--- src/rtl/vendor_pkg.sv ---
// Shared types and constants for the vending-machine button front end.
package vendor_pkg;

    typedef enum logic [1:0] {
        IDLE = 2'd0,
        EMIT = 2'd1,
        GAP  = 2'd2
    } state_t;

    localparam int IDX_C = 0;
    localparam int IDX_F = 1;
    localparam int IDX_P = 2;

    // Fixed priority p > f > c; returns a one-hot grant (or zero).
    function automatic logic [2:0] grant_of(input logic [2:0] req);
        logic [2:0] g;
        g = '0;
        if (req[IDX_P])      g[IDX_P] = 1'b1;
        else if (req[IDX_F]) g[IDX_F] = 1'b1;
        else if (req[IDX_C]) g[IDX_C] = 1'b1;
        return g;
    endfunction

endpackage

--- src/rtl/vendor_button_frontend_btn_debounce.sv ---
// Two-flop synchronizer plus stability counter for one raw button; flags the
// cycle in which the debounced level has just risen.
module btn_debounce #(
    parameter int DEBOUNCE_CYCLES = 4
) (
    input  logic clk,
    input  logic rst,
    input  logic raw,
    output logic rise
);
    localparam logic [7:0] CNT_LAST = 8'(DEBOUNCE_CYCLES - 1);

    logic [1:0] sync;
    logic       level;
    logic       level_q;
    logic [7:0] cnt;

    always_ff @(posedge clk or posedge rst) begin
        if (rst) begin
            sync    <= '0;
            level   <= 1'b0;
            level_q <= 1'b0;
            cnt     <= '0;
        end else begin
            sync    <= {sync[0], raw};
            level_q <= level;
            // Any sample that agrees with the current level restarts the count.
            if (sync[1] != level) begin
                if (cnt == CNT_LAST) begin
                    level <= ~level;
                    cnt   <= '0;
                end else begin
                    cnt <= cnt + 8'd1;
                end
            end else begin
                cnt <= '0;
            end
        end
    end

    assign rise = level & ~level_q;

endmodule

--- src/rtl/vendor_button_frontend.sv ---
// Debounces three vending buttons, queues one request per button and emits
// single-cycle pulses by fixed priority, separated by forced gap cycles.
module vendor_button_frontend
    import vendor_pkg::*;
#(
    parameter int DEBOUNCE_CYCLES = 4,
    parameter int GAP_CYCLES      = 1
) (
    input  logic       clk,
    input  logic       reset,
    input  logic       btn_c,
    input  logic       btn_f,
    input  logic       btn_p,
    output logic       c,
    output logic       f,
    output logic       p,
    output logic [2:0] pend,
    output logic       busy,
    output logic       drop
);
    localparam logic [3:0] GAP_LAST = 4'(GAP_CYCLES - 1);

    logic [2:0] rise;
    logic [2:0] grant;
    logic [3:0] gap_cnt;
    logic [3:0] gap_next;
    state_t     state;
    state_t     state_next;

    btn_debounce #(.DEBOUNCE_CYCLES(DEBOUNCE_CYCLES)) u_deb_c (
        .clk(clk), .rst(reset), .raw(btn_c), .rise(rise[IDX_C])
    );
    btn_debounce #(.DEBOUNCE_CYCLES(DEBOUNCE_CYCLES)) u_deb_f (
        .clk(clk), .rst(reset), .raw(btn_f), .rise(rise[IDX_F])
    );
    btn_debounce #(.DEBOUNCE_CYCLES(DEBOUNCE_CYCLES)) u_deb_p (
        .clk(clk), .rst(reset), .raw(btn_p), .rise(rise[IDX_P])
    );

    // A finished gap hands straight to the next pending request, so queued
    // presses come out every GAP_CYCLES+1 cycles.
    always_comb begin
        state_next = state;
        gap_next   = gap_cnt;
        grant      = '0;
        case (state)
            IDLE: begin
                if (|pend) begin
                    grant      = grant_of(pend);
                    state_next = EMIT;
                end
            end
            EMIT: begin
                state_next = GAP;
                gap_next   = GAP_LAST;
            end
            GAP: begin
                if (gap_cnt == 4'd0) begin
                    if (|pend) begin
                        grant      = grant_of(pend);
                        state_next = EMIT;
                    end else begin
                        state_next = IDLE;
                    end
                end else begin
                    gap_next = gap_cnt - 4'd1;
                end
            end
            default: state_next = IDLE;
        endcase
    end

    always_ff @(posedge clk or posedge reset) begin
        if (reset) begin
            state     <= IDLE;
            gap_cnt   <= '0;
            {p, f, c} <= '0;
            pend      <= '0;
            drop      <= 1'b0;
        end else begin
            state     <= state_next;
            gap_cnt   <= gap_next;
            {p, f, c} <= grant;
            // A new press on the grant edge re-arms the bit instead of dropping.
            pend      <= (pend & ~grant) | rise;
            drop      <= |(rise & pend & ~grant);
        end
    end

    assign busy = (state != IDLE);

endmodule

--- config.mk ---
export PLATFORM = sky130hd
export DESIGN_NAME = vendor_button_frontend
export DESIGN_NICKNAME = d
export VERILOG_FILES = /design/src/rtl/vendor_pkg.sv /design/src/rtl/vendor_button_frontend_btn_debounce.sv /design/src/rtl/vendor_button_frontend.sv
export SDC_FILE = /design/constraint.sdc
export NUM_CORES = 1
export LEC_CHECK = 0
export ABC_CLOCK_PERIOD_IN_PS = 3550
export BUFFER_PORTS_ARGS = -buffer_cell sky130_fd_sc_hd__buf_2
export CAP_MARGIN = 20
export CORE_UTILIZATION = 45
export CTS_CLUSTER_SIZE = 30
export DETAILED_ROUTE_END_ITERATION = 10
export PLACE_DENSITY = 0.67
export SLEW_MARGIN = 30
export SYNTH_ARGS = -nofsm -noshare
export SYNTH_HDL_FRONTEND = slang
export SYNTH_SLANG_ARGS = --single-unit
export TNS_END_PERCENT = 5
--- constraint.sdc ---
create_clock -name clk -period 3.55 [get_ports clk]
set_clock_uncertainty 0.15 [all_clocks]
set_input_delay 0.5325 -clock clk [delete_from_list [all_inputs] [get_ports clk]]
set_output_delay 0.5325 -clock clk [all_outputs]
set_load 0.02 [all_outputs]
==> flow_metrics.tcl, run 1 <==
set metrics [dict create \
    route.final.wire_length_um 3300 \
    initial_utilization_pct 48.3 \
    worst-path-buf-inv 1 \
    layout_stage_area_growth_over_the_synthesis_result_pct 9.38 \
    die-area_um2 5080 \
    clock_power_share_pct 20.4 \
    critical_path.top_delay_family "simple AND/OR/NAND/NOR gates" \
    grt_pass1_vias 1383 \
    die_h_um 71.3 \
    worst_pin_slew_ps 576 \
    remaining_drc_errors 2 \
    pwr_density_cell_nw_per_um2 663 \
    crit_chain "inv_1 -> ha_1 -> or3b_1 -> a2111oi_0 -> nor3_1" \
    drtIter0Drc 126 \
    crit_slowest_cell "or3b_1" \
    path_depth 5 \
    io-pin-count 13 \
    synth-seq-cells 49 \
    detail_route.vias_per_cell 5.32 \
    final_weighted_congestion_in_routability_driven_placement 0.760 \
    place.port_buffers 12 \
    placement_rows 24 \
    setup_viol 0 \
    net-switching-power_w 0.000557 \
    cp_data_arrival_time_ps 2090 \
    maxSlewViolCount 0 \
    p_seq_share_pct 51.5 \
    whs_ps 151 \
    predominant_post_synthesis_flop_cell "dfrtp_1" \
    cts_buffer_depth 2 \
    final_antenna_net_count 0 \
    cp-start-kind "register" \
    slew_headroom_pct 61.6 \
    h_tree_levels 2 \
    post-dp-hpwl_um 2210 \
    clock.fmax_ghz 0.484 \
    antennaDiodeCount 0 \
    antenna_found_initial 0 \
    syn-instance-count 198 \
    gate_power_share_pct 28.2 \
    average_instance_area_after_synthesis_um2 10.9 \
    rsz_0062_raised_after_global_routing "no" \
    post_cts.repair.setup_buffers 0 \
    synth-seq-area-share_pct 56.7 \
    layout-drive-gt1-share_pct 14.0 \
    layout_min_cycle_time_ps 2070 \
    outcome "finished, violations left" \
    critical_path.endpoint_type "register" \
    vdd_ir_drop_max_uv 398 \
    count_of_flip_flops_with_a_built_in_enable_after_synthesis 0 \
    finalNetCount 223 \
    cpPeakStageDelay_ps 490 \
    clock_slew_at_the_register_clock_pins_of_the_worst_setup_and_hold_paths_ps 90 \
    failed_checks "DRC" \
    tritoncts_clock_tree "yes" \
    grt_max_degree 50 \
    setup_tns_ps 0 \
    hold_viol 0 \
    grt_pass1_wl_um 5990 \
    power.switching_fraction_pct 35.6 \
    coreArea_um2 4470 \
    tritoncts.num_buffers 5 \
    total_power_w 0.00157 \
    crit_path_max_fanout 8 \
    timing.final.crit_share_pct 58.2 \
    detail_route.wl_per_cell_um 12.4 \
    drt_first_pass_iters 7 \
    groute.usage.overall_pct 15.2 \
    max_cap_viol_count 0 \
    synth_async_sr_flop_share_pct 100 \
    crit_required_ps 3570 \
    power_report.internal_total_w 0.00101 \
    yosys_warnings 0 \
    synth_cell_type_count 41 \
    total_number_of_vias 1421 \
    hold_buffers 0 \
    hp-class "in -> async" \
    root_buffer "clkbuf_8" \
    grt_overflow 0 \
    synth_nets 207 \
    syn_area_um2 2160 \
    power.leakage_nw 1.06 \
    clock_sinks 49 \
    worstSkewPairLatency_ps 300 \
    worstSetupPathType "reg -> reg" \
    die_w_um 71.3 \
    length_in_cells_of_the_worst_reg_to_reg_path 5 \
    post_cts_resize_count 0 \
]
stage by stage:
| stage | setup slack, ps | instance area (um^2) | utilization, % | instances |
|---|---|---|---|---|
| floorplan | 1650 | 2160 | - | 198 |
| global placement | 1590 | 2270 | 50.8 | 259 |
| detailed placement | 1530 | 2280 | 50.9 | 259 |
| CTS | 1490 | 2360 | 52.8 | 267 |
| global route | 1320 | 2360 | 52.8 | 267 |
| finish | 1480 | 2360 | 52.8 | 267 |
Yosys cell counts (all sizes together), types with 4 or more instances:
cell   number  share of area (%)
a21oi      13                3.0
dfrtp      49                 57
ha          4                2.3
inv        13                2.3
nand2       8                1.4
nand3      10                2.3
nor2       17                3.0
nor2b       7                2.0
o21ai      12                2.8
o22ai       5                1.4
or3         9                2.6
xnor2       5                2.0
xor2        7                2.8
layer usage:
metal | GRT usage (%) | up-vias | wire length [um]
li1 | - | 732 | -
met1 | 20.4 | 668 | 1730
met2 | 23.7 | 17 | 1440
met3 | 3.38 | 4 | 88
met4 | 6.67 | 0 | 48
met5 | 0 | - | 0
kinds of logic after synthesis:
group	after synthesis	share of synthesized area, %
muxes	1	0.521
buffers and inverters	16	2.84
xor gates and xnor gates	12	4.86
AOI/OAI and AO/OA	44	13.9
and+or+nand+nor	72	18.8
adders and majority gates	4	2.32
DFF	49	56.7
layout by cell type, fill, tap and decap left out, types with 3 or more instances in the layout:
cell type | synthesis | routed
buf_2 | 0 | 12
a21oi_1 | 13 | 13
clkbuf_8 | 0 | 5
nand2_1 | 8 | 8
xnor2_1 | 5 | 5
xor2_1 | 7 | 7
nor2_1 | 17 | 17
dfrtp_1 | 49 | 49
nand3_1 | 10 | 10
nor2b_1 | 7 | 7
o21ai_0 | 12 | 12
ha_1 | 4 | 4
or3_1 | 9 | 9
nand4_1 | 3 | 3
inv_1 | 13 | 12
o22ai_1 | 5 | 5
power by group through the flow:
| stage | combinational [W] | clock (W) | sequential [W] |
|---|---|---|---|
| final | 0.000441 | 0.000319 | 0.000807 |
| after global placement | 0.000438 | 0 | 0.000813 |
| after CTS | 0.000447 | 0.000338 | 0.000807 |
| after floorplan | 0.000324 | 0 | 0.000817 |
| after detailed placement | 0.000446 | 0 | 0.000819 |
| after global routing | 0.000504 | 0.000357 | 0.000827 |
worst paths after layout:
kind	slack (ps)	to	startpoint
worst max-delay path	1480	drop	gap_cnt[1]
worst min-delay path	150	u_deb_c.cnt[1]	reset
worst max register to register	1480	drop	gap_cnt[1]
worst min register to register	200	u_deb_c.sync[1]	u_deb_c.sync[0]
max in group asynchronous	2710	u_deb_c.cnt[0]	reset
min in group clk	190	u_deb_p.sync[0]	btn_p
cell type report:
class / count / area [um^2]
fillers: 407 / 2110
flip-flops and latches: 49 / 1230
multi-input cells: 133 / 873
clock buffers: 6 / 72.6
well taps: 52 / 65.1
repair buffers: 12 / 60.1
inverters: 13 / 51.3
clock inverters: 2 / 15.0
state kept, by name (all words and copies together), names as in the netlist, 2 cells and up:
| signal | cells |
|---|---|
| gap_cnt | 4 |
| u_deb_f.sync | 2 |
| u_deb_f.cnt | 8 |
| u_deb_p.cnt | 8 |
| u_deb_c.sync | 2 |
| pend | 3 |
| u_deb_c.cnt | 8 |
| state | 2 |
| u_deb_p.sync | 2 |
Power figures use the tool's default switching activity.
==> run 2: changes to the inputs <==
- ABC_AREA: unset -> 1
- ABC_CLOCK_PERIOD_IN_PS: 3550 -> 2100
- clock period: 3.55 -> 2.1 ns (I/O delays scaled with it)
==> run 2 against run 1 <==
  * Area after synthesis is 0.12% higher
  * First-iteration DRC count down 71%
  * Critical path type is now reg -> out
  * Largest power group unchanged
  * Cell count up 22%
  * The run still ends with DRC left
  * Global-route usage rose by 0.52 points
  * Setup slack got worse by 910 ps
  * Highest routed layer unchanged
  * Register-to-register slack got worse by 780 ps
  * Non-clock buffer count rose by 5
==> flow_metrics.tcl, run 2 <==
set metrics [dict create \
    adder_and_majority_gate_portion_of_the_synthesized_area_pct 2.31 \
    crit_required_ps 1630 \
    worstSetupPathType "reg -> out" \
    critical_path.endpoint_type "primary output" \
    coreArea_um2 4470 \
    layout_common_cells "54 x nand2_1, 49 x dfrtp_1, 41 x inv_1, 35 x nor2_1, 14 x nand3_1" \
    synth_simple_gate_area_share_pct 25.7 \
    grt_overflow 0 \
    maxSlewViolCount 0 \
    largest_family_of_logic_cells_by_synthesized_area "simple AND/OR/NAND/NOR gates" \
    pwr_density_cell_nw_per_um2 1080 \
    predominant_post_synthesis_flop_cell "dfrtp_1" \
    synth_nets 258 \
    remaining_drc_errors 3 \
    rsz_0062_raised_after_global_routing "no" \
    total_number_of_vias 1533 \
    setup_viol 0 \
    worst_pin_slew_ps 361 \
    drt_first_pass_iters 7 \
    num-fill-cells 400 \
    drtIter0Drc 37 \
    synth.top_cells.by_area "dfrtp_1 57%, nand2_1 9.4%, inv_1 7.3%, nor2_1 6.1%, nand3_1 3.2%" \
    outcome "finished, violations left" \
    max_cap_viol_count 0 \
    synth_compound_area_share_pct 3.53 \
    count_of_flip_flops_with_a_built_in_enable_after_synthesis 0 \
    failed_checks "DRC" \
    h_tree_levels 2 \
    hold_viol 0 \
    finish.cell_count_without_fillers 326 \
    yosys.area.top_type "dfrtp_1" \
    power.leakage_nw 1.27 \
    average_instance_area_after_synthesis_um2 8.69 \
    reg.largest.list "u_deb_c.cnt (8), u_deb_f.cnt (8), u_deb_p.cnt (8)" \
    layout-drive-gt1-share_pct 10.2 \
    final_antenna_net_count 0 \
    layout_min_cycle_time_ps 1530 \
    post-dp-hpwl_um 2370 \
    tritoncts.num_buffers 5 \
    die_w_um 71.3 \
    grt_pass1_vias 1458 \
    finalNetCount 282 \
    setup_tns_ps 0 \
    antennaDiodeCount 0 \
    initial_utilization_pct 48.4 \
    synth-seq-cells 49 \
    crit_path_max_fanout 4 \
    die-area_um2 5090 \
    final_common_cell "nand2_1" \
    root_buffer "clkbuf_8" \
    slew_headroom_pct 75.9 \
    grt_pass1_wl_um 6180 \
    route.final.wire_length_um 3310 \
    hp-class "reg -> reg" \
    antenna_found_initial 0 \
    synth_cell_type_count 17 \
    place.port_buffers 12 \
    layout_stage_area_growth_over_the_synthesis_result_pct 13.9 \
    regToRegSetupSlack_ps 700 \
    yosys.area.top_type_share_pct 56.7 \
    worstSkewPairLatency_ps 300 \
    post_cts_resize_count 0 \
    groute.usage.overall_pct 15.7 \
    placement_rows 24 \
    tritoncts_clock_tree "yes" \
    synth.area.mux_share_pct 0 \
    vdd_ir_drop_max_uv 482 \
    grt_max_degree 34 \
    timing.final.crit_share_pct 72.8 \
    die_h_um 71.3 \
    ys_top_cells_by_count "54 x nand2_1, 49 x dfrtp_1, 42 x inv_1" \
    cts_buffer_depth 2 \
    final_weighted_congestion_in_routability_driven_placement 0.771 \
    detail_route.vias_per_cell 4.70 \
    yosys_warnings 0 \
    synth_most_common_cell "nand2_1" \
    synth_xor_area_share_pct 4.45 \
    clock_slew_at_the_register_clock_pins_of_the_worst_setup_and_hold_paths_ps 90 \
    synth-seq-area-share_pct 56.7 \
    syn_area_um2 2160 \
    syn-instance-count 249 \
    clock_sinks 49 \
    clock.fmax_ghz 0.654 \
    cp_data_arrival_time_ps 1060 \
    detail_route.wl_per_cell_um 10.1 \
    placed_cells_incl_taps 314 \
    cp-start-kind "register" \
    synth_async_sr_flop_share_pct 100 \
    io-pin-count 13 \
]
[run 2: cell types whose count changed in the layout (fill, tap and decap cells not counted), moves of 5 or more]
| cell | previous run | this run |
|---|---|---|
| o22ai_1 | 5 | 0 |
| inv_1 | 12 | 41 |
| nor2b_1 | 7 | 0 |
| nor2_1 | 17 | 35 |
| nor3_1 | 1 | 9 |
| nand2_1 | 8 | 54 |
| a21oi_1 | 13 | 6 |
| or3_1 | 9 | 0 |
| nor2_2 | 0 | 5 |
[run 2: per-stage QoR]
stage | worst slack, ps | power, W | utilization, % | instance area (um^2) | hold slack [ps]
after detailed placement | 714 | 0.00201 | 51.6 | 2310 | 162
after CTS | 553 | 0.00271 | 55.1 | 2460 | 205
after global routing | 512 | 0.00288 | 55.1 | 2460 | 217
final | 571 | 0.00267 | 55.1 | 2460 | 202
after global placement | 762 | 0.00199 | 51.6 | 2310 | 161
after floorplan | 462 | 0.00181 | - | 2160 | 181
[run 2: area by class of cell]
type,count,area (um^2),area share [%]
clock buffer,7,86.3,3.50
clock inverter,1,30.0,1.22
inverter,42,158,6.40
multi-input combinational,158,779,31.6
sequential,49,1230,49.7
tap,52,65.1,2.64
timing repair buffer,17,120,4.87
[run 2: kinds of logic after synthesis]
kind of cell               after synthesis
AOI/OAI and AO/OA                       15
xor gates and xnor gates                11
and+or+nand+nor                        128
DFF                                     49
buffers and inverters                   42
adders and majority gates                4
[run 2: per-layer routing]
metal / share of wire, % / GRT usage (%) / wire length (um)
met1: 50 / 20.9 / 1660
met2: 45 / 23.9 / 1480
met3: 3.1 / 4.64 / 102
met4: 2.0 / 6.89 / 65
met5: 0 / 0 / 0
[run 2: worst paths after layout]
check,endpoint,from,depth (start not counted)
worst max-delay path,busy,state[0],3
worst min-delay path,u_deb_c.sync[1],u_deb_c.sync[0],0
worst max register to register,drop,gap_cnt[0],7
worst min register to register,u_deb_c.sync[1],u_deb_c.sync[0],0
max in group asynchronous,u_deb_f.cnt[5],reset,4
min in group asynchronous,u_deb_c.cnt[2],reset,3
[run 2: report_power, final]
part,switching (W),total [W],internal (W)
clock,0.000298,0.000686,0.000388
sequential,0.000154,0.00129,0.00114
combinational,0.000450,0.000686,0.000236
[run 2: worst max-delay path, cell delays in order, from the launching register on]
cell	delay [ps]
dfrtp_1	410
inv_1	130
nand2_1	70
buf_2	160
[run 2: timing repair]
action | CTS | global route
hold endpoints to repair | 19 | 0
hold buffers | 4 | 0
buffers inserted | 0 | 0
==> run 3: changes to the inputs <==
- ABC_AREA: 1 -> 0
- ABC_CLOCK_PERIOD_IN_PS: 2100 -> 1400
- PLACE_DENSITY: 0.67 -> 0.69
- clock period: 2.1 -> 1.4 ns (I/O delays scaled with it)
==> run 3 against run 2 <==
  * Global-route usage up 2.4 points
  * Die area down 0.11%
  * Sequential share of layout area down 8.2 points
  * The flow finishes with violations (DRC, setup timing)
  * Sequential cell count unchanged
  * Design area up 20%
  * Core utilization up 11 points
  * Setup slack worse by 940 ps
  * Cell count down 3.4%
  * Sequential power up 53%
  * Register-to-register slack worse by 1100 ps
==> flow_metrics.tcl, run 3 (synthesis gave the netlist of run 1 again) <==
set metrics [dict create \
    outcome "finished, violations left" \
    failed_checks "DRC, setup timing" \
    crit_slowest_cell "dfrtp_1" \
    slew_headroom_pct 78.0 \
    layout-drive-gt1-share_pct 34.2 \
    grt_pass1_wl_um 7200 \
    hold_viol 0 \
    setup_viol 35 \
    finalNetCount 271 \
    rsz_0062_raised_after_global_routing "yes" \
    critical_path.endpoint_type "register" \
    post-dp-hpwl_um 2920 \
    pwr_density_cell_nw_per_um2 1650 \
    final_common_cell "dfrtp_1" \
    crit_path_max_fanout 8 \
    groute.usage.overall_pct 18.1 \
    die_w_um 71.3 \
    root_buffer "clkbuf_8" \
    max_cap_viol_count 0 \
    num-fill-cells 348 \
    regToRegSetupSlack_ps -370 \
    pnr_worst_setup_slack_ps -372 \
    layout_stage_area_growth_over_the_synthesis_result_pct 36.7 \
    io-pin-count 13 \
    power.leakage_nw 1.36 \
    drt_first_pass_iters 7 \
    tritoncts_clock_tree "yes" \
    post_cts.repair.setup_buffers 0 \
    detail_route.wl_per_cell_um 12.8 \
    h_tree_levels 2 \
    post-route-cell-area_um2 2950 \
    area.sequential_um2 1230 \
    grt_overflow 0 \
    layout_min_cycle_time_ps 1770 \
    grt_max_degree 16 \
    drtIter0Drc 78 \
    worstSetupPathType "reg -> reg" \
    worstReg2RegStart "gap_cnt[0]" \
    path_depth 6 \
    timing.final.crit_share_pct 127 \
    worstSkewPairLatency_ps 290 \
    hp-class "reg -> reg" \
    final_weighted_congestion_in_routability_driven_placement 0.756 \
    cp_data_arrival_time_ps 1800 \
    tritoncts.num_buffers 5 \
    clock_sinks 49 \
    place.port_buffers 12 \
    clock_slew_at_the_register_clock_pins_of_the_worst_setup_and_hold_paths_ps 80 \
    antennaDiodeCount 0 \
    cpPeakStageDelay_ps 390 \
    layout_common_cells "48 x dfrtp_1, 39 x buf_4, 17 x nor2_1, 11 x a21oi_1" \
    total_number_of_vias 1614 \
    finish.cell_count_without_fillers 315 \
    initial_utilization_pct 48.3 \
    cp-start-kind "register" \
    grt_pass1_vias 1663 \
    length_in_cells_of_the_worst_reg_to_reg_path 6 \
    timing_startpoint_of_the_critical_path "gap_cnt[0]" \
    die_h_um 71.3 \
    coreArea_um2 4470 \
    crit_chain "inv_2 -> ha_4 -> or3b_4 -> buf_8 -> a2111oi_4 -> nor3_2" \
    die-area_um2 5080 \
    crit_path_end "drop" \
    placed_cell_area_um2 2680 \
    reg.largest.list "u_deb_c.cnt (8), u_deb_f.cnt (8), u_deb_p.cnt (8)" \
    crit_required_ps 1430 \
    r2r-end "drop" \
    critical_path.top_delay_family "simple AND/OR/NAND/NOR gates" \
    maxSlewViolCount 0 \
    clock.fmax_ghz 0.564 \
    placement_rows 24 \
    route.final.wire_length_um 4030 \
    placed_cells_incl_taps 303 \
    setup_tns_ps -8030 \
    worst_pin_slew_ps 330 \
    detail_route.vias_per_cell 5.12 \
    antenna_found_initial 0 \
    worst-path-buf-inv 2 \
    multi_input_area_um2 1010 \
    vdd_ir_drop_max_uv 985 \
    final_antenna_net_count 0 \
    post-route-util_pct 66.0 \
    cts_buffer_depth 2 \
    remaining_drc_errors 1 \
]
==> run 3: changes by cell type in the layout (fill, tap and decap cells not counted), sizes merged, moves of 4 or more <==
cell   change
o21ai      +4
nor3       -8
nor2      -23
or3        +9
o22ai      +5
nand3      -5
nand2     -47
inv       -29
a21oi      +7
nor2b      +7
buf       +43
==> run 3: final cells by class <==
type	instances	area share (%)
flip-flops and latches	49	41.6
multi-input cells	133	34.3
well taps	52	2.20
repair buffers	60	16.3
inverters	13	1.65
clock inverters	1	1.02
clock buffers	7	2.92
==> run 3: through the flow <==
stage / total power (W) / hold slack (ps) / setup WS [ps]
after floorplan: 0.00302 / 91.4 / -399
after global placement: 0.00363 / 20.9 / -356
after detailed placement: 0.00370 / 21.9 / -401
after CTS: 0.00489 / 204 / -385
after global routing: 0.00519 / 219 / -456
final: 0.00488 / 202 / -372
==> run 3: how the worst min path moves through the flow <==
stage,from,to,depth (start not counted),slack [ps]
after floorplan,btn_c,u_deb_c.sync[0],0,90
after global placement,reset,u_deb_f.sync[0],2,20
after detailed placement,reset,u_deb_f.sync[0],2,20
after CTS,u_deb_c.sync[0],u_deb_c.sync[1],0,200
after global routing,u_deb_c.sync[0],u_deb_c.sync[1],0,220
final,u_deb_c.sync[0],u_deb_c.sync[1],0,200
==> run 3: worst register-to-register path: stages (launching register included) <==
cell and delay [ps]:
dfrtp_1 390, inv_2 80, ha_4 130, or3b_4 370
buf_8 160, a2111oi_4 300, nor3_2 80
==> run 3: routing by layer <==
layer | GRT usage (%) | part of all wire (%) | up-vias
li1 | - | - | 828
met1 | 23.7 | 49 | 765
met2 | 30.6 | 48 | 17
met3 | 2.95 | 2.0 | 4
met4 | 6.67 | 0.89 | 0
met5 | 0 | 0 | -
==> run 3: report_power, final <==
| group | leakage, nW | switching [W] | internal [W] |
|---|---|---|---|
| combinational | 0.655 | 0.000930 | 0.000961 |
| clock | 0.0585 | 0.000429 | 0.000582 |
| sequential | 0.642 | 0.000258 | 0.00172 |
==> run 3: timing repair <==
action,in CTS,in global routing
hold buffers,4,0
setup endpoints to repair,39,39
pin swaps,14,1
hold endpoints to repair,42,0
gates resized for setup,24,6
